## src/rtl/envelope_mixer_pkg.sv

```systemverilog
// Shared types and default timing constants for the per-voice envelope generator and mixer.
package envelope_mixer_pkg;

   typedef enum logic [2:0] {
      IDLE,
      ATTACK,
      HOLD,
      DECAY,
      SUSTAIN,
      RELEASE
   } env_state_t;

   localparam int unsigned DEF_ATTACK_DIV  = 625000;
   localparam int unsigned DEF_HOLD_CYC    = 25000000;
   localparam int unsigned DEF_DECAY_DIV   = 156250;
   localparam int unsigned DEF_SUSTAIN_LVL = 192;
   localparam int unsigned DEF_RELEASE_DIV = 600000;

   function automatic int unsigned max_of(input int unsigned a, input int unsigned b);
      return (a > b) ? a : b;
   endfunction

endpackage

```

## src/rtl/env_voice.sv

```systemverilog
// One voice: key-driven ADSR state machine, step divider, level register and scaled-sample register.
module env_voice
   import envelope_mixer_pkg::*;
#(
   parameter int unsigned WAVE_W      = 8,
   parameter int unsigned ENV_W       = 8,
   parameter int unsigned ATTACK_DIV  = DEF_ATTACK_DIV,
   parameter int unsigned HOLD_CYC    = DEF_HOLD_CYC,
   parameter int unsigned DECAY_DIV   = DEF_DECAY_DIV,
   parameter int unsigned SUSTAIN_LVL = DEF_SUSTAIN_LVL,
   parameter int unsigned RELEASE_DIV = DEF_RELEASE_DIV
) (
   input  logic              clk,
   input  logic              reset_n,
   input  logic              key_on,
   input  logic [WAVE_W-1:0] wave,
   output logic [ENV_W-1:0]  level,
   output logic              active,
   output logic [WAVE_W-1:0] scaled
);

   localparam int unsigned CNT_MAX = max_of(max_of(ATTACK_DIV, HOLD_CYC), max_of(DECAY_DIV, RELEASE_DIV));
   localparam int unsigned CNT_W   = $clog2(CNT_MAX + 1);
   localparam int unsigned PROD_W  = WAVE_W + ENV_W;

   localparam logic [ENV_W-1:0] LMAX = '1;
   localparam logic [ENV_W-1:0] SUS  = ENV_W'(SUSTAIN_LVL);
   localparam logic [CNT_W-1:0] ATT_LAST  = CNT_W'(ATTACK_DIV - 1);
   localparam logic [CNT_W-1:0] HOLD_LAST = CNT_W'(HOLD_CYC - 1);
   localparam logic [CNT_W-1:0] DEC_LAST  = CNT_W'(DECAY_DIV - 1);
   localparam logic [CNT_W-1:0] REL_LAST  = CNT_W'(RELEASE_DIV - 1);

   env_state_t        state;
   logic              key_q;
   logic              rise;
   logic [CNT_W-1:0]  div_cnt;
   logic [PROD_W-1:0] prod;

   always_comb begin
      rise   = key_on & ~key_q;
      active = (state != IDLE);
      prod   = PROD_W'(wave) * PROD_W'(level);
   end

   // div_cnt counts by default; every state change and every step clears it.
   always_ff @(posedge clk) begin
      if (!reset_n) begin
         state   <= IDLE;
         level   <= '0;
         div_cnt <= '0;
         key_q   <= 1'b0;
         scaled  <= '0;
      end else begin
         key_q   <= key_on;
         scaled  <= WAVE_W'(prod >> ENV_W);
         div_cnt <= div_cnt + 1'b1;
         unique case (state)
            IDLE: begin
               level   <= '0;
               div_cnt <= '0;
               if (rise) state <= ATTACK;
            end
            ATTACK: begin
               if (!key_on) begin
                  state   <= RELEASE;
                  div_cnt <= '0;
               end else if (div_cnt == ATT_LAST) begin
                  div_cnt <= '0;
                  if (level >= LMAX - 1'b1) begin
                     level <= LMAX;
                     state <= HOLD;
                  end else begin
                     level <= level + 1'b1;
                  end
               end
            end
            HOLD: begin
               level <= LMAX;
               if (!key_on) begin
                  state   <= RELEASE;
                  div_cnt <= '0;
               end else if (div_cnt == HOLD_LAST) begin
                  state   <= DECAY;
                  div_cnt <= '0;
               end
            end
            DECAY: begin
               if (!key_on) begin
                  state   <= RELEASE;
                  div_cnt <= '0;
               end else if (div_cnt == DEC_LAST) begin
                  div_cnt <= '0;
                  if (level <= SUS + 1'b1) begin
                     level <= SUS;
                     state <= SUSTAIN;
                  end else begin
                     level <= level - 1'b1;
                  end
               end
            end
            SUSTAIN: begin
               level   <= SUS;
               div_cnt <= '0;
               if (!key_on) state <= RELEASE;
            end
            RELEASE: begin
               if (rise) begin
                  state   <= ATTACK;
                  div_cnt <= '0;
               end else if (level == '0) begin
                  state   <= IDLE;
                  div_cnt <= '0;
               end else if (div_cnt == REL_LAST) begin
                  div_cnt <= '0;
                  level   <= level - 1'b1;
                  if (level == ENV_W'(1)) state <= IDLE;
               end
            end
            default: begin
               state   <= IDLE;
               level   <= '0;
               div_cnt <= '0;
            end
         endcase
      end
   end

endmodule

```

## src/rtl/envelope_mixer.sv

```systemverilog
// Top: one env_voice per channel, then a registered sum with saturation or averaging shift.
module envelope_mixer
   import envelope_mixer_pkg::*;
#(
   parameter int unsigned NVOICES     = 3,
   parameter int unsigned WAVE_W      = 8,
   parameter int unsigned ENV_W       = 8,
   parameter int unsigned ATTACK_DIV  = DEF_ATTACK_DIV,
   parameter int unsigned HOLD_CYC    = DEF_HOLD_CYC,
   parameter int unsigned DECAY_DIV   = DEF_DECAY_DIV,
   parameter int unsigned SUSTAIN_LVL = DEF_SUSTAIN_LVL,
   parameter int unsigned RELEASE_DIV = DEF_RELEASE_DIV,
   parameter int unsigned MIX_MODE    = 1
) (
   input  logic                      clk,
   input  logic                      reset_n,
   input  logic [NVOICES-1:0]        key_on,
   input  logic [NVOICES*WAVE_W-1:0] wave_in,
   output logic [NVOICES*ENV_W-1:0]  env_level,
   output logic [NVOICES-1:0]        active,
   output logic [WAVE_W-1:0]         mix_out
);

   localparam int unsigned SHIFT = $clog2(NVOICES);
   localparam int unsigned SUM_W = WAVE_W + SHIFT + 1;

   logic [WAVE_W-1:0] scaled [NVOICES];
   logic [SUM_W-1:0]  sum;
   logic [WAVE_W-1:0] mix_next;

   for (genvar v = 0; v < NVOICES; v++) begin : g_voice
      env_voice #(
         .WAVE_W      (WAVE_W),
         .ENV_W       (ENV_W),
         .ATTACK_DIV  (ATTACK_DIV),
         .HOLD_CYC    (HOLD_CYC),
         .DECAY_DIV   (DECAY_DIV),
         .SUSTAIN_LVL (SUSTAIN_LVL),
         .RELEASE_DIV (RELEASE_DIV)
      ) u_voice (
         .clk     (clk),
         .reset_n (reset_n),
         .key_on  (key_on[v]),
         .wave    (wave_in[v*WAVE_W +: WAVE_W]),
         .level   (env_level[v*ENV_W +: ENV_W]),
         .active  (active[v]),
         .scaled  (scaled[v])
      );
   end

   always_comb begin
      sum = '0;
      for (int unsigned i = 0; i < NVOICES; i++) sum = sum + SUM_W'(scaled[i]);
      if (MIX_MODE == 0)
         mix_next = (sum > SUM_W'({WAVE_W{1'b1}})) ? '1 : WAVE_W'(sum);
      else
         mix_next = WAVE_W'(sum >> SHIFT);
   end

   always_ff @(posedge clk) begin
      if (!reset_n) mix_out <= '0;
      else          mix_out <= mix_next;
   end

endmodule

```

## config.mk

```make
export PLATFORM = sky130hd
export DESIGN_NAME = envelope_mixer
export DESIGN_NICKNAME = d
export VERILOG_FILES = /design/src/rtl/envelope_mixer_pkg.sv /design/src/rtl/env_voice.sv /design/src/rtl/envelope_mixer.sv
export SDC_FILE = /design/constraint.sdc
export NUM_CORES = 1
export LEC_CHECK = 0
export CORE_ASPECT_RATIO = 0.9
export CORE_MARGIN = 1
export CORE_UTILIZATION = 47
export CTS_BUF_LIST = sky130_fd_sc_hd__clkbuf_4
export DETAILED_ROUTE_END_ITERATION = 8
export DONT_BUFFER_PORTS = 1
export PLACE_DENSITY = 0.69
export SETUP_SLACK_MARGIN = 0.5
export SYNTH_ARGS = -nofsm -noshare
export SYNTH_HDL_FRONTEND = slang
export SYNTH_SLANG_ARGS = --single-unit
export TNS_END_PERCENT = 100
```

## constraint.sdc

```tcl
create_clock -name clk -period 13.7 [get_ports clk]
set_input_delay 2.055 -clock clk [delete_from_list [all_inputs] [get_ports clk]]
set_output_delay 2.055 -clock clk [all_outputs]
set_load 0.05 [all_outputs]
```

==> metrics.txt, run 1 <==
# TYPE chip_impl_metric gauge
chip_impl_metric{name="firstDrtPassIters",unit=""} 7
chip_impl_metric{name="fin_setup_tns",unit="ps"} 0
chip_impl_metric{name="grt_start_max_net_pins",unit=""} 51
chip_impl_metric{name="die_height",unit="um"} 165
chip_impl_metric{name="drv_cap",unit=""} 0
chip_impl_metric{name="ant_nets",unit=""} 0
chip_impl_metric{name="dieArea",unit="um2"} 30100
chip_impl_metric{name="total_switching_power",unit="W"} 0.000945
chip_impl_metric{name="floorplan.io_pins",unit=""} 64
chip_impl_metric{name="globalRouteMet1Util",unit=""} 0.272
chip_impl_metric{name="place.port_buffers",unit=""} 0
chip_impl_info{name="cp_max_stage_cell",value="sky130_fd_sc_hd__a2111oi_0"} 1
chip_impl_metric{name="crit_arrival",unit="ps"} 6370
chip_impl_metric{name="ir_drop",unit="mV"} 0.0629
chip_impl_metric{name="synth_enable_flop_cells",unit=""} 0
chip_impl_metric{name="synth_seq_area_share",unit=""} 0.207
chip_impl_metric{name="post_cts_setup_buffers",unit=""} 0
chip_impl_info{name="ys.flop_type",value="sky130_fd_sc_hd__dfxtp_1"} 1
chip_impl_metric{name="gr-usage-met3",unit=""} 0.0404
chip_impl_metric{name="first_pass_grt_wire_length",unit="um"} 50800
chip_impl_metric{name="final_min_period_over_clock_period",unit=""} 0.432
chip_impl_metric{name="clock_sinks",unit=""} 143
chip_impl_metric{name="ys.warnings.count",unit=""} 0
chip_impl_metric{name="synth.lib_cells_used.distinct",unit=""} 88
chip_impl_metric{name="place_hpwl",unit="um"} 22500
chip_impl_metric{name="clock_latency",unit="ps"} 580
chip_impl_metric{name="post_synth_inst_count",unit=""} 1651
chip_impl_metric{name="worst-path-max-fanout",unit=""} 8
chip_impl_metric{name="final_period_minus_worst_setup_slack",unit="ps"} 5920
chip_impl_metric{name="initial_util",unit=""} 0.478
chip_impl_info{name="cts_tree",value="yes"} 1
chip_impl_info{name="crit_path_start_kind",value="input pin"} 1
chip_impl_metric{name="internal_power",unit="W"} 0.000991
chip_impl_metric{name="dp_slack",unit="ps"} 7170
chip_impl_metric{name="clk_pin_slew_worst_paths",unit="ps"} 140
chip_impl_metric{name="power_density",unit="nW/um2"} 134
chip_impl_metric{name="die_x",unit="um"} 183
chip_impl_metric{name="routedWlPerCell",unit="um"} 14.6
chip_impl_metric{name="finish.instance_area",unit="um2"} 14500
chip_impl_metric{name="ctsResizeCount",unit=""} 0
chip_impl_metric{name="htree_depth",unit=""} 4
chip_impl_metric{name="final_util",unit=""} 0.500
chip_impl_info{name="post-synth-top-count-cell",value="sky130_fd_sc_hd__nor2_1"} 1
chip_impl_info{name="cp_cell_sequence",value="and2_1 -> fa_1 -> fa_1 -> inv_1 -> fa_1 -> inv_1 -> fa_1 -> ha_1 -> a2111oi_0 -> o21ai_0 -> a2111oi_0 -> o31ai_1 -> a21oi_1 -> xor2_1 -> nor2_1"} 1
chip_impl_metric{name="synthesis.nets",unit=""} 1920
chip_impl_metric{name="syn_to_final_growth",unit="%"} 4.57
chip_impl_metric{name="synthesis.area",unit="um2"} 13800
chip_impl_metric{name="via_count_of_the_first_global_routing_pass",unit=""} 10600
chip_impl_metric{name="core_area",unit="um2"} 28900
chip_impl_info{name="synthTopCellsByCount",value="187 x sky130_fd_sc_hd__nor2_1, 151 x sky130_fd_sc_hd__and2_1, 143 x sky130_fd_sc_hd__dfxtp_1"} 1
chip_impl_info{name="timing.critical_path.to_type",value="register"} 1
chip_impl_info{name="globalRoute.busiestLayer",value="met2"} 1
chip_impl_metric{name="slowest_delay",unit="ps"} 740
chip_impl_info{name="synthDominantAreaCellType",value="sky130_fd_sc_hd__dfxtp_1"} 1
chip_impl_metric{name="cts_max_path_buffers",unit=""} 2
chip_impl_metric{name="post_dp_cell_area",unit="um2"} 14100
chip_impl_metric{name="async_reset_ff_frac",unit=""} 0
chip_impl_metric{name="synth-seq-cells",unit=""} 143
chip_impl_metric{name="final_net_count",unit=""} 1884
chip_impl_metric{name="share_clk_of_total_power",unit=""} 0.157
chip_impl_info{name="unrepaired_setup_endpoints_after_global_routing",value="false"} 1
chip_impl_metric{name="slew-limit-headroom",unit=""} 0.262
chip_impl_metric{name="cp_data_required_time",unit="ps"} 14150
chip_impl_info{name="critical_path_most_common_cell",value="sky130_fd_sc_hd__fa_1"} 1
chip_impl_info{name="cts.root.buffer_cell",value="sky130_fd_sc_hd__clkbuf_4"} 1
chip_impl_metric{name="synthesis.area_per_instance",unit="um2"} 8.37
chip_impl_metric{name="post-route-drc-count",unit=""} 0
chip_impl_metric{name="finClkSkew",unit="ps"} 35.4
chip_impl_metric{name="finalHoldViolCount",unit=""} 0
chip_impl_metric{name="max_slew_vio_count",unit=""} 0
chip_impl_metric{name="cts_hold_buf",unit=""} 0
chip_impl_info{name="run_status",value="complete, no violations"} 1
chip_impl_info{name="worstHoldPathType",value="reg -> reg"} 1
chip_impl_metric{name="worst_pin_slew",unit="ps"} 1110
chip_impl_metric{name="layout-drive-gt1-share",unit=""} 0.0522
chip_impl_metric{name="p_seq_frac",unit=""} 0.294
chip_impl_info{name="criticalPathCategory",value="in -> reg"} 1
chip_impl_metric{name="track_usage",unit=""} 0.206
chip_impl_metric{name="drt_iter0_drc",unit=""} 794
chip_impl_metric{name="globalRoute.totalOverflow",unit=""} 0
chip_impl_metric{name="power_frac_comb",unit=""} 0.549
chip_impl_metric{name="post-route-worst-setup-slack",unit="ps"} 7780
chip_impl_metric{name="groute.layer.met2.usage",unit=""} 0.344
chip_impl_metric{name="rows",unit=""} 59
chip_impl_metric{name="gp_congestion",unit=""} 0.872
chip_impl_metric{name="maximum_clock_rate",unit="MHz"} 169
chip_impl_metric{name="vias_per_cell",unit=""} 5.44
chip_impl_metric{name="num_vias",unit=""} 11000
chip_impl_metric{name="synth_top_area_share",unit=""} 0.207
chip_impl_info{name="synth.top_cells.by_area",value="sky130_fd_sc_hd__dfxtp_1 21%, sky130_fd_sc_hd__fa_1 16%, sky130_fd_sc_hd__ha_1 11%"} 1
chip_impl_metric{name="switching_share",unit=""} 0.488
chip_impl_metric{name="cellLeakagePower",unit="nW"} 6.35
chip_impl_metric{name="drt-total-wl",unit="um"} 29600
chip_impl_metric{name="grt_antenna_before_repair",unit=""} 1
chip_impl_metric{name="cts_inserted_buffers",unit=""} 17
chip_impl_metric{name="setup-violations-final",unit=""} 0
-- kinds of logic after synthesis --
family          count (synthesis)  share of synthesized area
xor+xnor                      102                     0.0646
simple gates                  712                      0.269
fa+ha+maj                     242                      0.280
compound gates                231                      0.114
mux                             3                    0.00226
flops                         143                      0.207
buf+inv                       218                     0.0633
-- metrics by stage --
stage / instances / hold WS, ps / power, W
finish: 2025 / 479 / 0.00194
global route: 2025 / 518 / 0.00213
CTS: 2024 / 489 / 0.00196
detailed placement: 1992 / 454 / 0.00164
global placement: 1992 / 444 / 0.00162
floorplan: 1651 / 433 / 0.00143
-- layer usage --
layer | wire length (um) | up-vias
li1 | - | 5521
met1 | 13700 | 5208
met2 | 13900 | 258
met3 | 1520 | 33
met4 | 480 | 0
met5 | 0 | -
-- final cells by class --
class                      count  area [um2]
sequential                   143        2860
timing repair buffer          20         150
fill                        2775       14500
multi-input combinational   1290       10100
inverter                     143         537
clock buffer                  17         128
clock inverter                15         194
tap                          396         495
antenna                        1        2.50
-- critical path: cells and delay by family --
kind / cells / cell delay, ps
AOI/OAI and AO/OA: 5 / 1740
buffers and inverters: 2 / 110
and+or+nand+nor: 2 / 200
adders and majority gates: 5 / 2110
xor gates and xnor gates: 1 / 160
-- placed cells by master (no fill, tap or decap), types with 5 or more instances in the layout --
cell type and instances:
sky130_fd_sc_hd__o21ai_0 50, sky130_fd_sc_hd__a21o_1 11, sky130_fd_sc_hd__dfxtp_1 143, sky130_fd_sc_hd__nor3_1 31, sky130_fd_sc_hd__nor2b_1 17, sky130_fd_sc_hd__a311oi_1 6, sky130_fd_sc_hd__or2_2 6, sky130_fd_sc_hd__or3_1 6
sky130_fd_sc_hd__a31oi_1 12, sky130_fd_sc_hd__nor2_1 187, sky130_fd_sc_hd__a41oi_1 5, sky130_fd_sc_hd__clkbuf_4 17, sky130_fd_sc_hd__a21oi_1 59, sky130_fd_sc_hd__nand2_1 124, sky130_fd_sc_hd__xor2_1 55, sky130_fd_sc_hd__and4_1 7
sky130_fd_sc_hd__o2111ai_1 5, sky130_fd_sc_hd__nand3_1 64, sky130_fd_sc_hd__fa_1 113, sky130_fd_sc_hd__xnor2_1 47, sky130_fd_sc_hd__nand4b_1 7, sky130_fd_sc_hd__nand4_1 18, sky130_fd_sc_hd__inv_1 141, sky130_fd_sc_hd__nor4_1 20
sky130_fd_sc_hd__ha_1 127, sky130_fd_sc_hd__nand2b_1 14, sky130_fd_sc_hd__buf_4 20, sky130_fd_sc_hd__or4_1 6, sky130_fd_sc_hd__and3_1 23, sky130_fd_sc_hd__a221oi_1 5, sky130_fd_sc_hd__and2_1 151, sky130_fd_sc_hd__a211oi_1 7
sky130_fd_sc_hd__o211ai_1 10, sky130_fd_sc_hd__a31o_2 5
-- flip-flops by register name, summed over array words and instances, names as in the netlist --
signal / cells
g_voice.u_voice.div_cnt: 75
g_voice.u_voice.key_q: 3
g_voice.u_voice.level: 24
g_voice.u_voice.scaled: 24
g_voice.u_voice.state: 9
mix_out: 8
-- power groups by stage --
| stage | Sequential, W | Clock, W | Combinational [W] |
|---|---|---|---|
| 3_3_place_gp | 0.000577 | 0 | 0.00104 |
| 6_report | 0.000569 | 0.000304 | 0.00106 |
| 4_1_cts | 0.000569 | 0.000317 | 0.00107 |
| 3_5_place_dp | 0.000578 | 0 | 0.00106 |
| 5_1_grt | 0.000580 | 0.000333 | 0.00122 |
| 2_1_floorplan | 0.000587 | 0 | 0.000840 |
-- worst paths after layout --
| check | end | cells past startpoint | start | slack [ps] |
|---|---|---|---|---|
| max reg2reg | g_voice[0].u_voice.scaled[6] | 14 | g_voice[0].u_voice.level[4] | 8310 |
| min | g_voice[1].u_voice.div_cnt[0] | 1 | g_voice[1].u_voice.div_cnt[0] | 480 |
| min reg2reg | g_voice[1].u_voice.div_cnt[0] | 1 | g_voice[1].u_voice.div_cnt[0] | 480 |
| max | g_voice[0].u_voice.scaled[6] | 15 | wave_in[3] | 7780 |
Power figures use the tool's default switching activity.
==> run 2: changes to the inputs <==
--- a/config.mk
+++ b/config.mk
@@ -5,6 +5,7 @@
 export SDC_FILE = /design/constraint.sdc
 export NUM_CORES = 1
 export LEC_CHECK = 0
+export ABC_AREA = 1
 export CORE_ASPECT_RATIO = 0.9
 export CORE_MARGIN = 1
 export CORE_UTILIZATION = 47
==> constraint.sdc (replaced) <==
create_clock -name clk -period 5.7 [get_ports clk]
set_input_delay 0.855 -clock clk [delete_from_list [all_inputs] [get_ports clk]]
set_output_delay 0.855 -clock clk [all_outputs]
set_load 0.05 [all_outputs]
==> run 2 against run 1 <==
Critical path depth rose by 1. Total power rose to 3.1 times the previous value. Register-to-register slack lost 6800 ps. Sequential cell count is the same. Synthesized cell count is 54% higher. First-iteration DRC count grew 31%. Cell area is 16% higher. Via count grew 36%. Sequential power up 140%. Combinational power rose to 3.7 times the previous value. Global-route usage up 2.7 points. Critical path type is now reg -> reg.
==> metrics.txt, run 2 <==
# TYPE chip_impl_metric gauge
chip_impl_info{name="run_status",value="complete, no violations"} 1
chip_impl_metric{name="synthesis.nets",unit=""} 2813
chip_impl_info{name="crit_path_start_kind",value="register"} 1
chip_impl_metric{name="worst_pin_slew",unit="ps"} 1080
chip_impl_metric{name="gp_congestion",unit=""} 0.933
chip_impl_metric{name="drv_cap",unit=""} 0
chip_impl_metric{name="synth-xor-area-share",unit=""} 0.0305
chip_impl_metric{name="floorplan.io_pins",unit=""} 64
chip_impl_metric{name="clock_latency",unit="ps"} 600
chip_impl_metric{name="post_synth_inst_count",unit=""} 2544
chip_impl_info{name="critical_path_most_common_cell",value="sky130_fd_sc_hd__fa_1"} 1
chip_impl_metric{name="power_density",unit="nW/um2"} 353
chip_impl_metric{name="share_of_synthesized_cell_area_in_and_or_nand_and_nor_gates",unit=""} 0.336
chip_impl_metric{name="ctsResizeCount",unit=""} 0
chip_impl_metric{name="grt_antenna_before_repair",unit=""} 1
chip_impl_metric{name="worst-path-max-fanout",unit=""} 15
chip_impl_metric{name="cp_data_required_time",unit="ps"} 6190
chip_impl_metric{name="drt-total-wl",unit="um"} 39300
chip_impl_metric{name="crit_arrival",unit="ps"} 4690
chip_impl_metric{name="cellLeakagePower",unit="nW"} 9.25
chip_impl_metric{name="vias_per_cell",unit=""} 5.00
chip_impl_info{name="timing.critical_path.to_type",value="register"} 1
chip_impl_info{name="ys.flop_type",value="sky130_fd_sc_hd__dfxtp_1"} 1
chip_impl_info{name="layout_common_cells",value="681 x sky130_fd_sc_hd__nand2_1, 527 x sky130_fd_sc_hd__inv_1, 320 x sky130_fd_sc_hd__nor2_1, 144 x sky130_fd_sc_hd__nand3_1, 143 x sky130_fd_sc_hd__dfxtp_1"} 1
chip_impl_metric{name="cts_hold_buf",unit=""} 0
chip_impl_metric{name="first_pass_grt_wire_length",unit="um"} 67100
chip_impl_metric{name="post_dp_cell_area",unit="um2"} 16500
chip_impl_metric{name="final_period_minus_worst_setup_slack",unit="ps"} 4200
chip_impl_metric{name="slew-limit-headroom",unit=""} 0.281
chip_impl_metric{name="clk_pin_slew_worst_paths",unit="ps"} 130
chip_impl_info{name="cts_tree",value="yes"} 1
chip_impl_metric{name="syn_to_final_growth",unit="%"} 4.44
chip_impl_info{name="synthTopCellsByCount",value="681 x sky130_fd_sc_hd__nand2_1, 527 x sky130_fd_sc_hd__inv_1, 320 x sky130_fd_sc_hd__nor2_1"} 1
chip_impl_metric{name="multiplexer_area_fraction_after_synthesis",unit=""} 0
chip_impl_metric{name="place_hpwl",unit="um"} 31500
chip_impl_metric{name="synth.lib_cells_used.distinct",unit=""} 43
chip_impl_metric{name="finish.instance_area",unit="um2"} 16800
chip_impl_metric{name="clock_sinks",unit=""} 143
chip_impl_metric{name="met3_length",unit="um"} 2150
chip_impl_info{name="crit_family",value="adder cells"} 1
chip_impl_metric{name="core_area",unit="um2"} 33300
chip_impl_metric{name="synthAdderAreaFrac",unit=""} 0.239
chip_impl_metric{name="layout-drive-gt1-share",unit=""} 0.0423
chip_impl_metric{name="max_slew_vio_count",unit=""} 0
chip_impl_metric{name="critical_path.n_buffers_inverters",unit=""} 4
chip_impl_info{name="synth_top_family_by_area",value="simple AND/OR/NAND/NOR gates"} 1
chip_impl_metric{name="synthesis.area",unit="um2"} 16100
chip_impl_metric{name="final_net_count",unit=""} 2787
chip_impl_info{name="top_layer_used",value="met4"} 1
chip_impl_metric{name="final_min_period_over_clock_period",unit=""} 0.736
chip_impl_metric{name="finalHoldViolCount",unit=""} 0
chip_impl_metric{name="globalRoute.totalOverflow",unit=""} 0
chip_impl_metric{name="track_usage",unit=""} 0.233
chip_impl_metric{name="async_reset_ff_frac",unit=""} 0
chip_impl_info{name="most_frequent_standard_cell_in_the_layout_excluding_fill_and_tap_cells",value="sky130_fd_sc_hd__nand2_1"} 1
chip_impl_info{name="max_flop_register",value="g_voice.u_voice.div_cnt"} 1
chip_impl_metric{name="grt_start_max_net_pins",unit=""} 42
chip_impl_metric{name="r2r_setup_slack",unit="ps"} 1500
chip_impl_metric{name="firstDrtPassIters",unit=""} 6
chip_impl_metric{name="cts_max_path_buffers",unit=""} 2
chip_impl_metric{name="ir_drop",unit="mV"} 0.159
chip_impl_metric{name="post-route-drc-count",unit=""} 0
chip_impl_metric{name="synth_top_area_share",unit=""} 0.178
chip_impl_metric{name="fin_setup_tns",unit="ps"} 0
chip_impl_metric{name="drt_iter0_drc",unit=""} 1042
chip_impl_metric{name="wirelength_met1",unit="um"} 18800
chip_impl_metric{name="finClkSkew",unit="ps"} 30.6
chip_impl_info{name="synth.top_cells.by_area",value="sky130_fd_sc_hd__dfxtp_1 18%, sky130_fd_sc_hd__nand2_1 16%, sky130_fd_sc_hd__fa_1 14%"} 1
chip_impl_metric{name="die_height",unit="um"} 178
chip_impl_info{name="cts.root.buffer_cell",value="sky130_fd_sc_hd__clkbuf_4"} 1
chip_impl_metric{name="num_vias",unit=""} 14900
chip_impl_info{name="synthDominantAreaCellType",value="sky130_fd_sc_hd__dfxtp_1"} 1
chip_impl_metric{name="place.port_buffers",unit=""} 0
chip_impl_metric{name="cts_inserted_buffers",unit=""} 17
chip_impl_metric{name="die_x",unit="um"} 197
chip_impl_metric{name="dr_wl_met2",unit="um"} 17900
chip_impl_info{name="cp_max_stage_cell",value="sky130_fd_sc_hd__fa_1"} 1
chip_impl_info{name="unrepaired_setup_endpoints_after_global_routing",value="false"} 1
chip_impl_metric{name="setup-violations-final",unit=""} 0
chip_impl_metric{name="htree_depth",unit=""} 4
chip_impl_info{name="post-synth-top-count-cell",value="sky130_fd_sc_hd__nand2_1"} 1
chip_impl_metric{name="final_util",unit=""} 0.504
chip_impl_info{name="worstHoldPathType",value="in -> reg"} 1
chip_impl_metric{name="routedWlPerCell",unit="um"} 13.2
chip_impl_metric{name="synth_enable_flop_cells",unit=""} 0
chip_impl_metric{name="ant_nets",unit=""} 0
chip_impl_metric{name="synth-seq-cells",unit=""} 143
chip_impl_metric{name="rows",unit=""} 63
chip_impl_metric{name="slowest_delay",unit="ps"} 550
chip_impl_metric{name="fillerInstances",unit=""} 3375
chip_impl_metric{name="largest_register_ff_count",unit=""} 75
chip_impl_info{name="criticalPathCategory",value="reg -> reg"} 1
chip_impl_metric{name="maximum_clock_rate",unit="MHz"} 238
chip_impl_metric{name="initial_util",unit=""} 0.483
chip_impl_info{name="biggestRegsByFlops",value="g_voice.u_voice.div_cnt (75), g_voice.u_voice.level (24), g_voice.u_voice.scaled (24)"} 1
chip_impl_metric{name="ys.warnings.count",unit=""} 0
chip_impl_metric{name="post_cts_setup_buffers",unit=""} 0
chip_impl_metric{name="synth_seq_area_share",unit=""} 0.178
chip_impl_info{name="cp_cell_sequence",value="buf_4 -> nand2_1 -> inv_1 -> fa_1 -> fa_1 -> fa_1 -> inv_1 -> fa_1 -> inv_1 -> ha_1 -> a21oi_1 -> o21ai_0 -> nand2_1 -> nand3_1 -> nor2_1 -> nor2_1"} 1
chip_impl_metric{name="synthesis.area_per_instance",unit="um2"} 6.33
chip_impl_metric{name="dieArea",unit="um2"} 35000
chip_impl_metric{name="via_count_of_the_first_global_routing_pass",unit=""} 14100
chip_impl_metric{name="post_synthesis_compound_gate_area_fraction",unit=""} 0.0697
run 2: cell types whose count changed in the layout (fill, tap and decap cells not counted), moves of 19 or more:
cell	delta
sky130_fd_sc_hd__nand3_1	+80
sky130_fd_sc_hd__o21ai_0	+19
sky130_fd_sc_hd__xnor2_1	-40
sky130_fd_sc_hd__and3_1	-22
sky130_fd_sc_hd__nor2_1	+133
sky130_fd_sc_hd__inv_1	+386
sky130_fd_sc_hd__and2_1	-150
sky130_fd_sc_hd__nand4_1	+31
sky130_fd_sc_hd__nand2_1	+557
sky130_fd_sc_hd__a21oi_1	+43
run 2: per-layer routing:
layer,up-vias,track usage
li1,7677,-
met1,6826,0.322
met2,398,0.385
met3,37,0.0338
met4,0,0.0475
met5,-,0
run 2: worst reg2reg max path: cells and delay by family (launching register included):
family | cells | cell delay [ps]
flops | 1 | 330
simple gates | 5 | 460
compound gates | 2 | 410
buf+inv | 4 | 490
fa+ha+maj | 5 | 2400
run 2: cells by family (layout without fill, tap and decap cells):
logic type | Yosys count | in the layout
AO/OA/AOI/OAI | 208 | 208
XOR/XNOR | 56 | 56
adder cells (fa/ha/maj) | 240 | 240
buffers and inverters | 609 | 595
flip-flops | 143 | 143
other | 0 | 1
AND/OR/NAND/NOR | 1288 | 1288
run 2: final cells by class:
| cell class | instances | area [um2] | area share |
|---|---|---|---|
| clock inverter | 14 | 168 | 0.00997 |
| multi-input combinational | 1792 | 10900 | 0.647 |
| clock buffer | 17 | 128 | 0.00759 |
| timing repair buffer | 25 | 188 | 0.0112 |
| inverter | 539 | 2020 | 0.120 |
| antenna | 1 | 2.50 | 0.000149 |
| tap | 455 | 569 | 0.0339 |
| sequential | 143 | 2860 | 0.170 |
run 2: stage by stage:
step	std cells	worst slack (ps)	total power (W)	hold WS, ps
floorplan	2544	1290	0.00440	433
global placement	2954	1280	0.00517	450
detailed placement	2954	1270	0.00523	460
CTS	2985	1520	0.00598	302
global route	2986	1210	0.00661	312
finish	2986	1500	0.00593	346
run 2: report_power, final:
part	internal, W	leakage [nW]	switching [W]
clock network	0.000300	0.145	0.000400
registers	0.00114	1.16	0.000215
logic	0.00128	7.95	0.00260
total	0.00272	9.25	0.00321
run 2: final timing paths:
check | startpoint | end | cells after the start
worst max-delay path | g_voice[2].u_voice.level[6] | g_voice[2].u_voice.scaled[5] | 16
worst max register to register | g_voice[2].u_voice.level[6] | g_voice[2].u_voice.scaled[5] | 16
worst min register to register | g_voice[0].u_voice.div_cnt[0] | g_voice[0].u_voice.div_cnt[0] | 1
worst min-delay path | key_on[0] | g_voice[0].u_voice.key_q | 2
